===== src/rtl/pt_pkg.sv =====
// Shared constants and the translated-request entry layout for the pagetable
// read path.
package pt_pkg;

  localparam int PT_VIRT_W        = 58;
  localparam int PT_PHY_W         = 32;
  localparam int PT_LAT_DEFAULT   = 2;
  localparam int PT_TAG_W_DEFAULT = 14;

  // One queued translated read: physical line address plus its request tag.
  typedef struct packed {
    logic [PT_PHY_W-1:0]         phy_addr;
    logic [PT_TAG_W_DEFAULT-1:0] tag;
  } pt_rd_entry_t;

endpackage


===== src/rtl/pt_rd_fifo.sv =====
// Synchronous first-word-fall-through FIFO. Pointers carry one extra MSB so
// full and empty are told apart by the wrap bit.
module pt_rd_fifo #(
  parameter int W     = 46,
  parameter int DEPTH = 16
) (
  input  logic                   clk,
  input  logic                   rst,
  input  logic                   wr_en_i,
  input  logic [W-1:0]           wr_data_i,
  input  logic                   rd_en_i,
  output logic [W-1:0]           rd_data_o,
  output logic                   full_o,
  output logic                   empty_o,
  output logic [$clog2(DEPTH):0] count_o
);

  localparam int AW = $clog2(DEPTH);
  localparam logic [AW:0] PTR_ONE = {{AW{1'b0}}, 1'b1};

  logic [W-1:0] mem_q [DEPTH];
  logic [AW:0]  wr_ptr_q, wr_ptr_d;
  logic [AW:0]  rd_ptr_q, rd_ptr_d;
  logic         wr_fire;
  logic         rd_fire;

  assign count_o = wr_ptr_q - rd_ptr_q;
  assign empty_o = (wr_ptr_q == rd_ptr_q);
  assign full_o  = (wr_ptr_q[AW] != rd_ptr_q[AW]) &&
                   (wr_ptr_q[AW-1:0] == rd_ptr_q[AW-1:0]);

  // A pop in the same cycle frees the slot, so a full FIFO still takes a write.
  assign rd_fire = rd_en_i & ~empty_o;
  assign wr_fire = wr_en_i & (~full_o | rd_fire);

  always_comb begin
    wr_ptr_d = wr_ptr_q;
    rd_ptr_d = rd_ptr_q;
    if (wr_fire) wr_ptr_d = wr_ptr_q + PTR_ONE;
    if (rd_fire) rd_ptr_d = rd_ptr_q + PTR_ONE;
  end

  always_ff @(posedge clk) begin
    if (rst) begin
      wr_ptr_q <= '0;
      rd_ptr_q <= '0;
    end else begin
      wr_ptr_q <= wr_ptr_d;
      rd_ptr_q <= rd_ptr_d;
    end
  end

  always_ff @(posedge clk) begin
    if (wr_fire) mem_q[wr_ptr_q[AW-1:0]] <= wr_data_i;
  end

  // Head is forced to zero while empty so stale storage never shows.
  assign rd_data_o = empty_o ? '0 : mem_q[rd_ptr_q[AW-1:0]];

endmodule


===== src/rtl/pt_rd_req_queue.sv =====
// Issues tagged virtual reads to the pagetable translator, realigns the
// fixed-latency physical address with its tag and queues the result for TX.
module pt_rd_req_queue
  import pt_pkg::*;
#(
  parameter int DEPTH  = 16,
  parameter int TAG_W  = PT_TAG_W_DEFAULT,
  parameter int PT_LAT = PT_LAT_DEFAULT
) (
  input  logic                   clk,
  input  logic                   rst,
  input  logic [PT_VIRT_W-1:0]   req_virt_addr,
  input  logic [TAG_W-1:0]       req_tag,
  input  logic                   req_valid,
  output logic                   req_ready,
  input  logic [1:0]             pt_status,
  output logic [PT_VIRT_W-1:0]   pt_virt_rd_addr,
  output logic                   pt_re_rd,
  input  logic [PT_PHY_W-1:0]    pt_phy_rd_addr,
  input  logic                   pt_phy_rd_addr_valid,
  output logic [PT_PHY_W-1:0]    tx_rd_addr,
  output logic [TAG_W-1:0]       tx_rd_tag,
  output logic                   tx_rd_valid,
  input  logic                   tx_rd_ready,
  output logic [$clog2(DEPTH):0] credits_used,
  output logic                   err
);

  // Handshakes: a transfer happens in a cycle where valid & ready are both
  // high at the clock edge; ready never depends on valid, and tx_rd_valid
  // stays high with a stable head until it is taken.

  localparam int CW = $clog2(DEPTH) + 1;
  localparam int EW = PT_PHY_W + TAG_W;
  localparam logic [CW-1:0] DEPTH_C  = CW'(DEPTH);
  localparam logic [CW-1:0] CRED_ONE = {{(CW-1){1'b0}}, 1'b1};

  logic                 ready_en_q;
  logic [CW-1:0]        credits_q, credits_d;
  logic                 re_q;
  logic [PT_VIRT_W-1:0] virt_q;
  logic [TAG_W-1:0]     tag_q;
  logic [PT_LAT-1:0]    dl_vld_q, dl_vld_d;
  logic [TAG_W-1:0]     dl_tag_q [PT_LAT];
  logic                 err_q, err_d;

  logic                 accept;
  logic                 pop;
  logic                 ret_exp;
  logic                 push_req;
  logic                 ret_mismatch;
  logic                 overflow;
  logic                 acct_err;
  logic                 fifo_wr;
  logic [EW-1:0]        fifo_rd;
  logic                 fifo_full;
  logic                 fifo_empty;
  logic [CW-1:0]        fifo_count;
  logic                 unused_status;

  assign unused_status = pt_status[1];

  // Gated for the first cycle out of reset, until status has been seen.
  assign req_ready = ready_en_q & pt_status[0] & (credits_q < DEPTH_C);
  assign accept    = req_valid & req_ready;
  assign pop       = tx_rd_valid & tx_rd_ready;

  assign ret_exp      = dl_vld_q[PT_LAT-1];
  assign ret_mismatch = ret_exp ^ pt_phy_rd_addr_valid;
  assign push_req     = ret_exp & pt_phy_rd_addr_valid;
  assign overflow     = push_req & fifo_full & ~pop;
  assign fifo_wr      = push_req & ~overflow;
  // Every queued entry holds a credit; more entries than credits is corruption.
  assign acct_err     = (fifo_count > credits_q);

  always_comb begin
    credits_d = credits_q;
    case ({accept, pop})
      2'b10:   credits_d = credits_q + CRED_ONE;
      2'b01:   credits_d = credits_q - CRED_ONE;
      default: credits_d = credits_q;
    endcase
  end

  always_comb begin
    dl_vld_d    = dl_vld_q;
    dl_vld_d[0] = re_q;
    for (int k = 1; k < PT_LAT; k++) begin
      dl_vld_d[k] = dl_vld_q[k-1];
    end
  end

  assign err_d = err_q | ret_mismatch | overflow | acct_err;

  always_ff @(posedge clk) begin
    if (rst) begin
      ready_en_q <= 1'b0;
      credits_q  <= '0;
      re_q       <= 1'b0;
      virt_q     <= '0;
      tag_q      <= '0;
      dl_vld_q   <= '0;
      err_q      <= 1'b0;
    end else begin
      ready_en_q <= 1'b1;
      credits_q  <= credits_d;
      re_q       <= accept;
      if (accept) begin
        virt_q <= req_virt_addr;
        tag_q  <= req_tag;
      end
      dl_vld_q   <= dl_vld_d;
      err_q      <= err_d;
    end
  end

  // Tags ride alongside the valid bits; only the valids need clearing.
  always_ff @(posedge clk) begin
    dl_tag_q[0] <= tag_q;
    for (int k = 1; k < PT_LAT; k++) begin
      dl_tag_q[k] <= dl_tag_q[k-1];
    end
  end

  pt_rd_fifo #(
    .W     (EW),
    .DEPTH (DEPTH)
  ) u_fifo (
    .clk       (clk),
    .rst       (rst),
    .wr_en_i   (fifo_wr),
    .wr_data_i ({pt_phy_rd_addr, dl_tag_q[PT_LAT-1]}),
    .rd_en_i   (pop),
    .rd_data_o (fifo_rd),
    .full_o    (fifo_full),
    .empty_o   (fifo_empty),
    .count_o   (fifo_count)
  );

  assign pt_virt_rd_addr = virt_q;
  assign pt_re_rd        = re_q;
  assign tx_rd_valid     = ~fifo_empty;
  assign {tx_rd_addr, tx_rd_tag} = fifo_rd;
  assign credits_used    = credits_q;
  assign err             = err_q;

endmodule


===== config.mk =====
export PLATFORM = sky130hd
export DESIGN_NAME = pt_rd_req_queue
export DESIGN_NICKNAME = d
export VERILOG_FILES = /design/src/rtl/pt_pkg.sv /design/src/rtl/pt_rd_fifo.sv /design/src/rtl/pt_rd_req_queue.sv
export SDC_FILE = /design/constraint.sdc
export NUM_CORES = 1
export LEC_CHECK = 0
export CAP_MARGIN = 20
export CORE_UTILIZATION = 50
export CTS_CLUSTER_SIZE = 12
export DETAILED_ROUTE_END_ITERATION = 16
export HOLD_SLACK_MARGIN = 0.1
export PLACE_DENSITY_LB_ADDON = 0.3
export SLEW_MARGIN = 0
export SYNTH_ARGS = -nofsm -noshare
export SYNTH_HDL_FRONTEND = slang
export SYNTH_SLANG_ARGS = --single-unit

===== constraint.sdc =====
create_clock -name clk -period 7.5 [get_ports clk]
set_input_delay 0.75 -clock clk [delete_from_list [all_inputs] [get_ports clk]]
set_output_delay 0.75 -clock clk [all_outputs]
set_load 0.005 [all_outputs]

After elaboration in Yosys (flattened, before gate mapping)
Memories as Yosys holds them, arrays and structs flattened. A register that Yosys moved wholly into a read port is not among the register bits.
Cells that the tools add are included.
{ "op_classes": {"add_sub_neg": 5, "n_reduce_logical": 2, "n_eq_ne": 5, "n_bitwise": 19, "mux": 7, "order_cmp": 2} }
{ "op_table": {"columns": ["operator", "count"], "rows": [
  ["$mux 46", 1],
  ["$add 5x1->5 const B", 3],
  ["$and 1x1->1", 10],
  ["$pmux 5 s2", 1],
  ["$mux 4", 2],
  ["$eq 5x5->1", 1],
  ["$gt 5x5->1", 1],
  ["$lt 5x5->1 const B", 1],
  ["$sub 5x1->5 const B", 1],
  ["$sub 5x5->5", 1],
  ["$eq 4x4->1", 1],
  ["$not 1->1", 4],
  ["$or 1x1->1", 4],
  ["$mux 1", 3],
  ["$eq 2x1->1 const B", 1],
  ["$eq 2x2->1 const B", 1],
  ["$reduce_bool 2->1", 1],
  ["$logic_and 1x1->1", 1],
  ["$ne 1x1->1", 1],
  ["$xor 1x1->1", 1]
]} }
{ "word_totals": {"elab_cells": 51, "in_bits": 111, "memories": 2, "register_bits": 92, "mem_bits_rw": 764, "output_inout_bits": 113} }
{ "memory_table": {"columns": ["memory", "depth", "word_bits", "rd", "rd_clocked_by_memory_dff", "write_ports", "line", "text"], "rows": [
  ["u_fifo.mem_q", 16, 46, 1, 1, 1, "pt_rd_fifo.sv:21", "logic [W-1:0] mem_q [DEPTH];"],
  ["dl_tag_q", 2, 14, 2, 0, 2, "pt_rd_req_queue.sv:44", "logic [TAG_W-1:0] dl_tag_q [PT_LAT];"]
]} }

Longest topological paths before layout
Gate-level depths: netlist of the first run.
{ "logic_depth": {"depth_word": 10, "depth_mapped": 12, "depth_no_buf": 12} }

Modules after synthesis
Synthesis of the first run repeated with hierarchy kept, for this count alone.
{ "unflattened": {"hier_cells": 1630, "hier_area_um2": 32842.7} }
{ "modules_own_cells": {"columns": ["module", "cells_each", "area_each_um2", "seq_area_each_um2", "n_inst"], "rows": [
  ["pt_rd_fifo", 1217, 28712.5, 22381.5, 1],
  ["pt_rd_req_queue", 413, 4130.2, 2202.1, 1]
]} }

Worst setup path before layout of the first run
No wires, ideal clock.
{ "synth_path": {"path_kind": "input port to flip-flop", "from": "input pt_phy_rd_addr_valid", "to": "memory u_fifo.mem_q[2][0] (enable)", "t_arrival_ns": 4.473, "setup_time_ns": 0.506, "stages": 4, "n_path_buf": 0, "t_required_ns": 6.994, "setup_slack_ns": 2.521, "path_cell_list": "ha_1 > o31a_1 > nand2_1 > nor3_1"} }
{ "synth_via": {"elab_chain_len": 8} }
{ "synth_rtl": {"columns": ["item", "line", "text"], "rows": [
  ["start, declared", "pt_rd_req_queue.sv:20", "input logic pt_phy_rd_addr_valid,"],
  ["$and 1x1->1 (*)", "pt_rd_req_queue.sv:70", "assign push_req = ret_exp & pt_phy_rd_addr_valid;"],
  ["$and 1x1->1 (2 in a row)", "pt_rd_req_queue.sv:71", "assign overflow = push_req & fifo_full & ~pop;"],
  ["$not 1->1", "pt_rd_req_queue.sv:72", "assign fifo_wr = push_req & ~overflow;"],
  ["$and 1x1->1 (*)", "pt_rd_req_queue.sv:72", null],
  ["$and 1x1->1 (*)", "pt_rd_fifo.sv:34", "assign wr_fire = wr_en_i & (~full_o | rd_fire);"],
  ["$mux 1 (*)", "pt_rd_fifo.sv:54", "if (wr_fire) mem_q[wr_ptr_q[AW-1:0]] <= wr_data_i;"],
  ["$mux 1 (not written as such) (*)", "pt_rd_fifo.sv:54", null],
  ["end, declared", "pt_rd_fifo.sv:21", null]
]} }
Mark *: on every way between the ends. The rest lies on a longest branch, timed or not.

==> impl_results.md, run 1 <==
* Most frequent cells after synthesis: edfxtp_1 (736), mux4_2 (184), nand2_1 (151), dfxtp_1 (124), a21oi_1 (81)
* HP Class: flip-flop to flip-flop
* Root Driver: clkbuf_16
* Met3 usage at 4.347%
* EDFF count, synth at 736
* Port bufs at 222
* Final wirelength at 68.42 mm
* Cell taking the most area after synthesis: edfxtp_1
* Largest net degree at the start of global routing at 98
* Worst Setup End Kind: primary output
* I/O Pins at 224
* Hold Startpoint: dl_tag_q[0][5]$_DFF_P_
* Grt met2 use at 34.45%
* Chip Height at 256.1 µm
* Final hold violations at 0
* Worst rel slew slack at 24.36%
* Synth-to-layout area growth at 18.38%
* Pwr Density at 246.8 nW/µm²
* Drt drc at 0
* DR pass1 iterations at 4
* Critical path peak fanout at 45
* Tcrit/Tclk final at 64.53%
* Syn nets at 1764
* Final setup vio count at 0
* Area contributors post-synth: edfxtp_1 (68%), mux4_2 (13%), dfxtp_1 (7.7%)
* Synth Register Bits at 860
* Layout cells sized above 1 at 20.82%
* Clock latency on the worst-skew pair at 0.64 ns
* Main combinational cell family by area after synthesis: multiplexers
* Die area at 65600 µm²
* First-pass GRT wire length at 102.9 mm
* Die X at 256.1 µm
* Vias in the first global route at 16693
* Post-cts repair resize count at 0
* Peak VDD IR at 0.1806 mV
* Sequential area share after synthesis at 76.13%
* Worst Tran Pin Value at 1.132 ns
* Critical path type: flip-flop to primary output
* Combinational Power Share at 2.0%
* Starting Density at 50.91%
* Cell Int Power at 7.584 mW
* Gpl congestion at 0.7909
* Clock-pin slew on the worst setup and hold paths at 0.06 ns
* Vias per inst at 5.759
* Vias at 16132
* Mapped Avg Cell Area at 19.79 µm²
* Synth Area in Adders at 0.8602%
* CTS Buf Count at 88
* HPWL Detailed at 35.69 mm
* YS warnings at 0
* Setup TNS Final at 0 ns
* Asr flop ratio synth at 0%
* Status: finished clean
* Slowest-stage cell, CP: dfxtp_4
* CTS tree: built
* ANT nets after route at 0
* Netlist Area Pre-Place at 32290 µm²
* CTS Buffer Depth at 3
* Grt met1 use at 29.08%
* Cell with the most instances after synthesis: edfxtp_1
* Type of origin of the critical path: flip-flop
* Synth cell types at 47
* Post-CTS Repair Setup Buffers at 0
* ANT cells at 0
* Fin util at 60.27%
* Grt peak-use layer: met2
* Max cap viols at 0
* Flop pwr share at 55.3%
* # rows at 92
* Wire per inst at 24.43 µm
* CORE AREA at 63430 µm²
* P_sw at 1.852 mW
* Crit path cell chain: buf_4, mux4_2, mux2_2, a221o_1, clkdlybuf4s50_1
* CTS Hold Bufs at 0
* Clock share of power at 42.7%
* Sw frac at 19.62%
* Required time of the critical path at 6.75 ns
* Final #Nets at 2022
* WP data arrival at 4.09 ns
* Area share of the largest cell type after synthesis at 68.45%
* Detailed Route Iter0 Violations at 1283
* Crit-path max cell delay at 0.93 ns
* Final min period at 4.840 ns
* Grt ovf at 0
* Leakage power at 12.15 nW
* Multiplexer area fraction after synthesis at 14.60%
* Initial antenna violation count at 0
* Fmax achieved at 0.2066 GHz
* H-tree Lvls at 3
* Post-Synth Simple-Gate Area at 3.580%
* Cells after Synth at 1632
* Top FF cell, synth: edfxtp_1
* RSZ-0062 raised after global routing: no
* Fin Clk Skew at 0.01688 ns
* Reg2reg start: u_fifo.wr_ptr_q[2]$_SDFFE_PP0P_
* Post-Synth XOR/XNOR Area at 0.3255%
* Fin. max-slew vios at 0
* Total Routing Usage GR at 21.06%
* Compound-Gate Fraction of Synth Area at 3.034%
* Total clock sinks at 860
[registers in the layout (all words and copies together) (netlist names), named ones only]
name             cells
u_fifo.mem_q       736
pt_virt_rd_addr     58
dl_tag_q            28
tag_q               14
credits_used         5
u_fifo.rd_ptr_q      5
u_fifo.wr_ptr_q      5
dl_vld_q             2
err                  1
pt_re_rd             1
ready_en_q           1
[worst max-delay path, delay by kind of cell, from the launching register on]
kind | cells | cell delay (ns)
DFF | 1 | 0.93
muxes | 2 | 0.87
AOI/OAI and AO/OA | 1 | 0.35
buffers and inverters | 2 | 1.19
[logic make-up (layout without fill, tap and decap cells)]
group	after synthesis	in the layout
flops	860	860
simple gates	257	257
mux	235	235
compound gates	142	142
buf+inv	105	428
fa+ha+maj	21	21
xor+xnor	12	12
[cell usage in the layout, fill, tap and decap left out, drive strengths merged, types with 7 or more instances in the layout]
master,instances
ha,19
nor2,32
nor2b,51
mux2,48
xor2,7
edfxtp,736
nor3,7
dfxtp,124
mux4,184
clkbuf,132
buf,35
a221o,46
inv,19
clkinv,20
nand2,151
clkdlybuf4s50,221
a21oi,81
[path summary, 6_finish.rpt]
| path | end | slack, ns | depth (start not counted) |
|---|---|---|---|
| setup / recovery | tx_rd_addr[25] | 2.66 | 5 |
| hold / removal | dl_tag_q[0][19]$_DFF_P_ | 0.32 | 0 |
| setup reg to reg | u_fifo.mem_q[6][23]$_DFFE_PP_ | 3.81 | 6 |
| hold reg to reg | dl_tag_q[0][19]$_DFF_P_ | 0.32 | 0 |
[layer usage]
layer  up-vias  wire (µm)
met3        75       4869
met1      8440      28940
met4         0        963
met2       562      33660
met5         -          0
li1       7055          -
[metrics by stage]
stage	hold WS, ns	setup slack [ns]	cells	instance area (µm²)	total power, mW
after floorplan	0.3096	2.521	1632	32290	5.370
after global placement	0.3102	3.284	2646	35580	5.502
after detailed placement	0.3136	3.273	2646	35580	5.511
after CTS	0.3246	2.573	2801	38230	9.515
after global routing	0.3279	2.447	2801	38230	9.717
final	0.3183	2.660	2801	38230	9.436
[power by group through the flow]
stage | combinational, mW | sequential (mW) | clock [mW]
4_1_cts | 0.195 | 5.22 | 4.10
3_3_place_gp | 0.188 | 5.31 | 0
3_5_place_dp | 0.194 | 5.32 | 0
6_report | 0.193 | 5.22 | 4.03
2_1_floorplan | 0.0582 | 5.31 | 0
5_1_grt | 0.210 | 5.22 | 4.29
[layout make-up]
cell class	count	area, µm²
inverter	17	63.81
fill	4465	25200
timing repair buffer	256	2497
clock buffer	132	2480
clock inverter	23	170.2
tap	846	1059
multi-input combinational	667	7361
sequential	860	24590
(Power assumes the default switching activity.)
==> inputs of run 2 (changes only) <==
- clock period: 7.5 -> 4.7 ns (I/O delays scaled with it)
==> impl_results.md, run 2 (synthesis results as in run 1) <==
* Most common cell after layout, fill and taps aside: edfxtp_1
* Max reg flops at 736
* Sequential Area at 24590 µm²
* Hold WS at 0.3245 ns
* Hold Path End: dl_tag_q[0][24]$_DFF_P_
* Flop pwr share at 55.3%
* Sw frac at 19.63%
* Setup ws final at 0.5462 ns
* Gpl congestion at 0.7709
* R2R Setup Slk at 1.25 ns
* Layout cells sized above 1 at 20.87%
* I/O Pins at 224
* Clock-pin slew on the worst setup and hold paths at 0.06 ns
* Commonest cells after routing, fill and taps aside: edfxtp_1 (736), clkdlybuf4s50_1 (221), mux4_2 (184)
* Wire per inst at 24.41 µm
* Total clock sinks at 860
* HP Class: flip-flop to flip-flop
* Fin util at 60.62%
* Die area at 65600 µm²
* Root Driver: clkbuf_16
* Synth-to-layout area growth at 19.06%
* Design area at 38450 µm²
* Setup slack at placement at 1.181 ns
* Fmax achieved at 0.2407 GHz
* Post-cts repair resize count at 0
* ANT cells at 0
* Fin Clk Skew at 0.02730 ns
* H-tree Lvls at 3
* Vias in the first global route at 17246
* Fin. max-slew vios at 0
* Final setup vio count at 0
* Worst Tran Pin Value at 1.067 ns
* Tcrit/Tclk final at 88.38%
* Area of the multi-input gates at 7392 µm²
* Chip Height at 256.1 µm
* Setup TNS Final at 0 ns
* Cell Int Power at 12.09 mW
* Worst Setup End Kind: primary output
* Reg2reg start: u_fifo.wr_ptr_q[2]$_SDFFE_PP0P_
* Critical path peak fanout at 46
* CTS Buf Count at 88
* CTS tree: built
* Drt drc at 0
* Total Routing Usage GR at 21.14%
* Status: finished clean
* Die X at 256.1 µm
* Type of origin of the critical path: flip-flop
* Post-CTS Repair Setup Buffers at 0
* Max cap viols at 0
* ANT nets after route at 0
* Hold path depth at 0
* Detailed Route Iter0 Violations at 1158
* Final #Nets at 2026
* Critical path type: flip-flop to primary output
* WP data arrival at 3.68 ns
* Grt ovf at 0
* Required time of the critical path at 4.23 ns
* P_sw at 2.953 mW
* Final min period at 4.154 ns
* Port bufs at 222
* CORE AREA at 63430 µm²
* Pwr Density at 391.3 nW/µm²
* CTS Hold Bufs at 0
* First-pass GRT wire length at 103.6 mm
* Clock latency on the worst-skew pair at 0.63 ns
* Vias per inst at 5.749
* Final wirelength at 68.38 mm
* R2r worst-path depth at 10
* CTS Buffer Depth at 3
* Leakage power at 12.15 nW
* Hold Startpoint: dl_tag_q[0][10]$_DFF_P_
* Combinational Power Share at 2.1%
* Clock share of power at 42.6%
* Worst R2R End: credits_used[4]$_SDFFE_PP0P_
* Vias at 16103
* # rows at 92
* Placement Cell Area at 35810 µm²
* DR pass1 iterations at 5
* # fillers at 4431
* Initial antenna violation count at 1
* Starting Density at 50.91%
* RSZ-0062 raised after global routing: no
* Largest net degree at the start of global routing at 74
* HPWL Detailed at 35.36 mm
* Peak VDD IR at 0.2440 mV
* Final hold violations at 0
* Worst rel slew slack at 28.73%
[run 2: changes by cell type in the layout (fill, tap and decap cells not counted), moves of 2 or more]
cell / change
clkbuf_1: -4
buf_4: -10
inv_6: +2
nor3_4: +5
clkinv_1: +3
clkbuf_2: -3
clkinv_2: -2
clkbuf_4: +2
nor3_2: -5
buf_12: +14
[run 2: power groups by stage]
stage | clock (mW) | combinational (mW) | sequential (mW)
finish | 6.41 | 0.310 | 8.32
detailed placement | 0 | 0.312 | 8.48
CTS | 6.55 | 0.314 | 8.32
floorplan | 0 | 0.0929 | 8.48
global route | 6.83 | 0.340 | 8.32
global placement | 0 | 0.303 | 8.48
[run 2: worst max-delay path by stage]
stage,start,endpoint,slack [ns]
global placement,u_fifo.wr_ptr_q[2]$_SDFFE_PP0P_,tx_rd_tag[2],1.24
global route,u_fifo.wr_ptr_q[2]$_SDFFE_PP0P_,tx_rd_tag[5],0.41
finish,u_fifo.wr_ptr_q[2]$_SDFFE_PP0P_,tx_rd_tag[2],0.55
detailed placement,u_fifo.wr_ptr_q[2]$_SDFFE_PP0P_,tx_rd_tag[2],1.18
CTS,u_fifo.wr_ptr_q[2]$_SDFFE_PP0P_,tx_rd_tag[2],0.47
floorplan,u_fifo.wr_ptr_q[0]$_SDFFE_PP0P_,u_fifo.mem_q[10][0]$_DFFE_PP_,0.98
[run 2: worst max-delay path, cell delays in order, from the launching register on]
cell and delay, ns:
dfxtp_1 0.71, ha_1 0.41, nand4_2 0.24, nor2_1 0.15, nor3b_2 0.26, buf_12 0.37, a221o_1 0.35, clkdlybuf4s50_1 0.54
[run 2: area by class of cell]
cell class	count	share of cell area, %
clock buffer	127	6.411
clock inverter	24	0.4394
inverter	17	0.1660
multi-input combinational	667	19.23
sequential	860	63.97
tap	846	2.753
timing repair buffer	260	7.030
[run 2: per-layer routing]
layer  vias to the layer above  GRT usage, %  wire length [µm]
met5                         -             0                11
met4                         2         5.988              1300
met3                        92         4.357              5048
li1                       7051             -                 -
met1                      8370         27.68             27620
met2                       588         35.88             34390
[run 2: per-stage QoR]
stage,instances,power [mW]
after floorplan,1632,8.569
after global placement,2650,8.782
after detailed placement,2650,8.796
after CTS,2801,15.18
after global routing,2801,15.50
final,2801,15.04
==> inputs of run 3 (changes only) <==
- CTS_CLUSTER_SIZE: 12 -> not set
- SETUP_SLACK_MARGIN: not set -> 0.4
==> impl_results.md, run 3 (synthesis results as in run 1) <==
* Clock-pin slew on the worst setup and hold paths at 0.06 ns
* Post-CTS Repair Setup Buffers at 0
* Fin. max-slew vios at 0
* CTS Hold Bufs at 0
* Final setup vio count at 0
* Starting Density at 50.91%
* Vias per inst at 5.716
* Root Driver: clkbuf_16
* Die area at 65600 µm²
* Final #Nets at 2026
* ANT nets after route at 0
* Peak VDD IR at 0.2760 mV
* Most common cell after layout, fill and taps aside: edfxtp_1
* Total clock sinks at 860
* Detailed Route Iter0 Violations at 1012
* Fin Clk Skew at 0.02293 ns
* WP data arrival at 3.67 ns
* Clock latency on the worst-skew pair at 0.63 ns
* CTS tree: built
* Wire per inst at 24.14 µm
* Final hold violations at 0
* Layout cells sized above 1 at 21.65%
* Worst Tran Pin Value at 1.080 ns
* Worst rel slew slack at 27.85%
* Post-cts repair resize count at 0
* Leakage power at 12.24 nW
* HPWL Detailed at 35.36 mm
* Status: finished clean
* I/O Pins at 224
* CTS Buf Count at 88
* Critical path peak fanout at 46
* Final min period at 4.143 ns
* HP Class: flip-flop to flip-flop
* Max cap viols at 0
* Setup TNS Final at 0 ns
* CTS Buffer Depth at 3
* H-tree Lvls at 3
* Total Routing Usage GR at 21.05%
* Drt drc at 0
* Gpl congestion at 0.7709
* Commonest cells after routing, fill and taps aside: edfxtp_1 (736), clkdlybuf4s50_1 (221), mux4_2 (184)
* Fin util at 60.91%
* Grt ovf at 0
* Critical path type: flip-flop to primary output
* CORE AREA at 63430 µm²
* Pwr Density at 398.4 nW/µm²
* Type of origin of the critical path: flip-flop
* RSZ-0062 raised after global routing: no
* Synth-to-layout area growth at 19.65%
* Final wirelength at 67.96 mm
* Largest net degree at the start of global routing at 74
* Required time of the critical path at 4.23 ns
* Worst Setup End Kind: primary output
* Port bufs at 222
* Initial antenna violation count at 2
* DR pass1 iterations at 8
* Fmax achieved at 0.2414 GHz
* Vias in the first global route at 17171
* # fillers at 4417
* Max reg flops at 736
* Die X at 256.1 µm
* Tcrit/Tclk final at 88.15%
* First-pass GRT wire length at 103.3 mm
* Vias at 16090
* Chip Height at 256.1 µm
* # rows at 92
[run 3: worst max-delay path: stages (launching register included)]
cell	delay (ns)
dfxtp_1	0.71
ha_1	0.41
nand4_2	0.25
nor2_1	0.15
nor3b_2	0.26
buf_12	0.36
a221o_1	0.34
clkdlybuf4s50_1	0.54
[run 3: power by group]
group	leakage, nW	internal [mW]	switching, mW	total [mW]
Sequential	7.88	8.29	0.0317	8.32
Combinational	2.99	0.161	0.149	0.310
Clock	1.38	3.89	2.87	6.76
Total	12.2	12.3	3.05	15.4
[run 3: final timing paths]
kind,startpoint,endpoint,cells past startpoint,slack [ns]
max,u_fifo.wr_ptr_q[2]$_SDFFE_PP0P_,tx_rd_tag[2],7,0.56
min,dl_tag_q[0][10]$_DFF_P_,dl_tag_q[0][24]$_DFF_P_,0,0.32
max reg2reg,u_fifo.wr_ptr_q[2]$_SDFFE_PP0P_,credits_used[4]$_SDFFE_PP0P_,10,1.25
min reg2reg,dl_tag_q[0][10]$_DFF_P_,dl_tag_q[0][24]$_DFF_P_,0,0.32
[run 3: per-layer routing]
metal	up-vias	track usage [%]	part of all wire, %
met5	-	0	0.034
met4	4	6.121	1.9
met3	97	4.664	7.0
met2	549	35.47	50
met1	8367	27.51	41
li1	7073	-	-
[run 3: layout make-up]
cell class / instances / area [µm²] / area share [%]
antenna: 1 / 2.502 / 0.006477
clock buffer: 110 / 2346 / 6.072
multi-input combinational: 667 / 7392 / 19.13
timing repair buffer: 260 / 2703 / 6.995
inverter: 17 / 63.81 / 0.1652
sequential: 860 / 24590 / 63.66
tap: 846 / 1059 / 2.740
clock inverter: 54 / 475.5 / 1.231
[run 3: metrics by stage]
stage	setup slack, ns	hold slack (ns)	instance area, µm²	std cells	total power [mW]
after floorplan	0.9763	0.3096	32310	1632	8.569
after global placement	1.237	0.3114	35810	2650	8.782
after detailed placement	1.181	0.3121	35810	2650	8.796
after CTS	0.4965	0.3254	38630	2814	15.52
after global routing	0.4152	0.3355	38630	2814	15.85
final	0.5568	0.3248	38640	2815	15.39
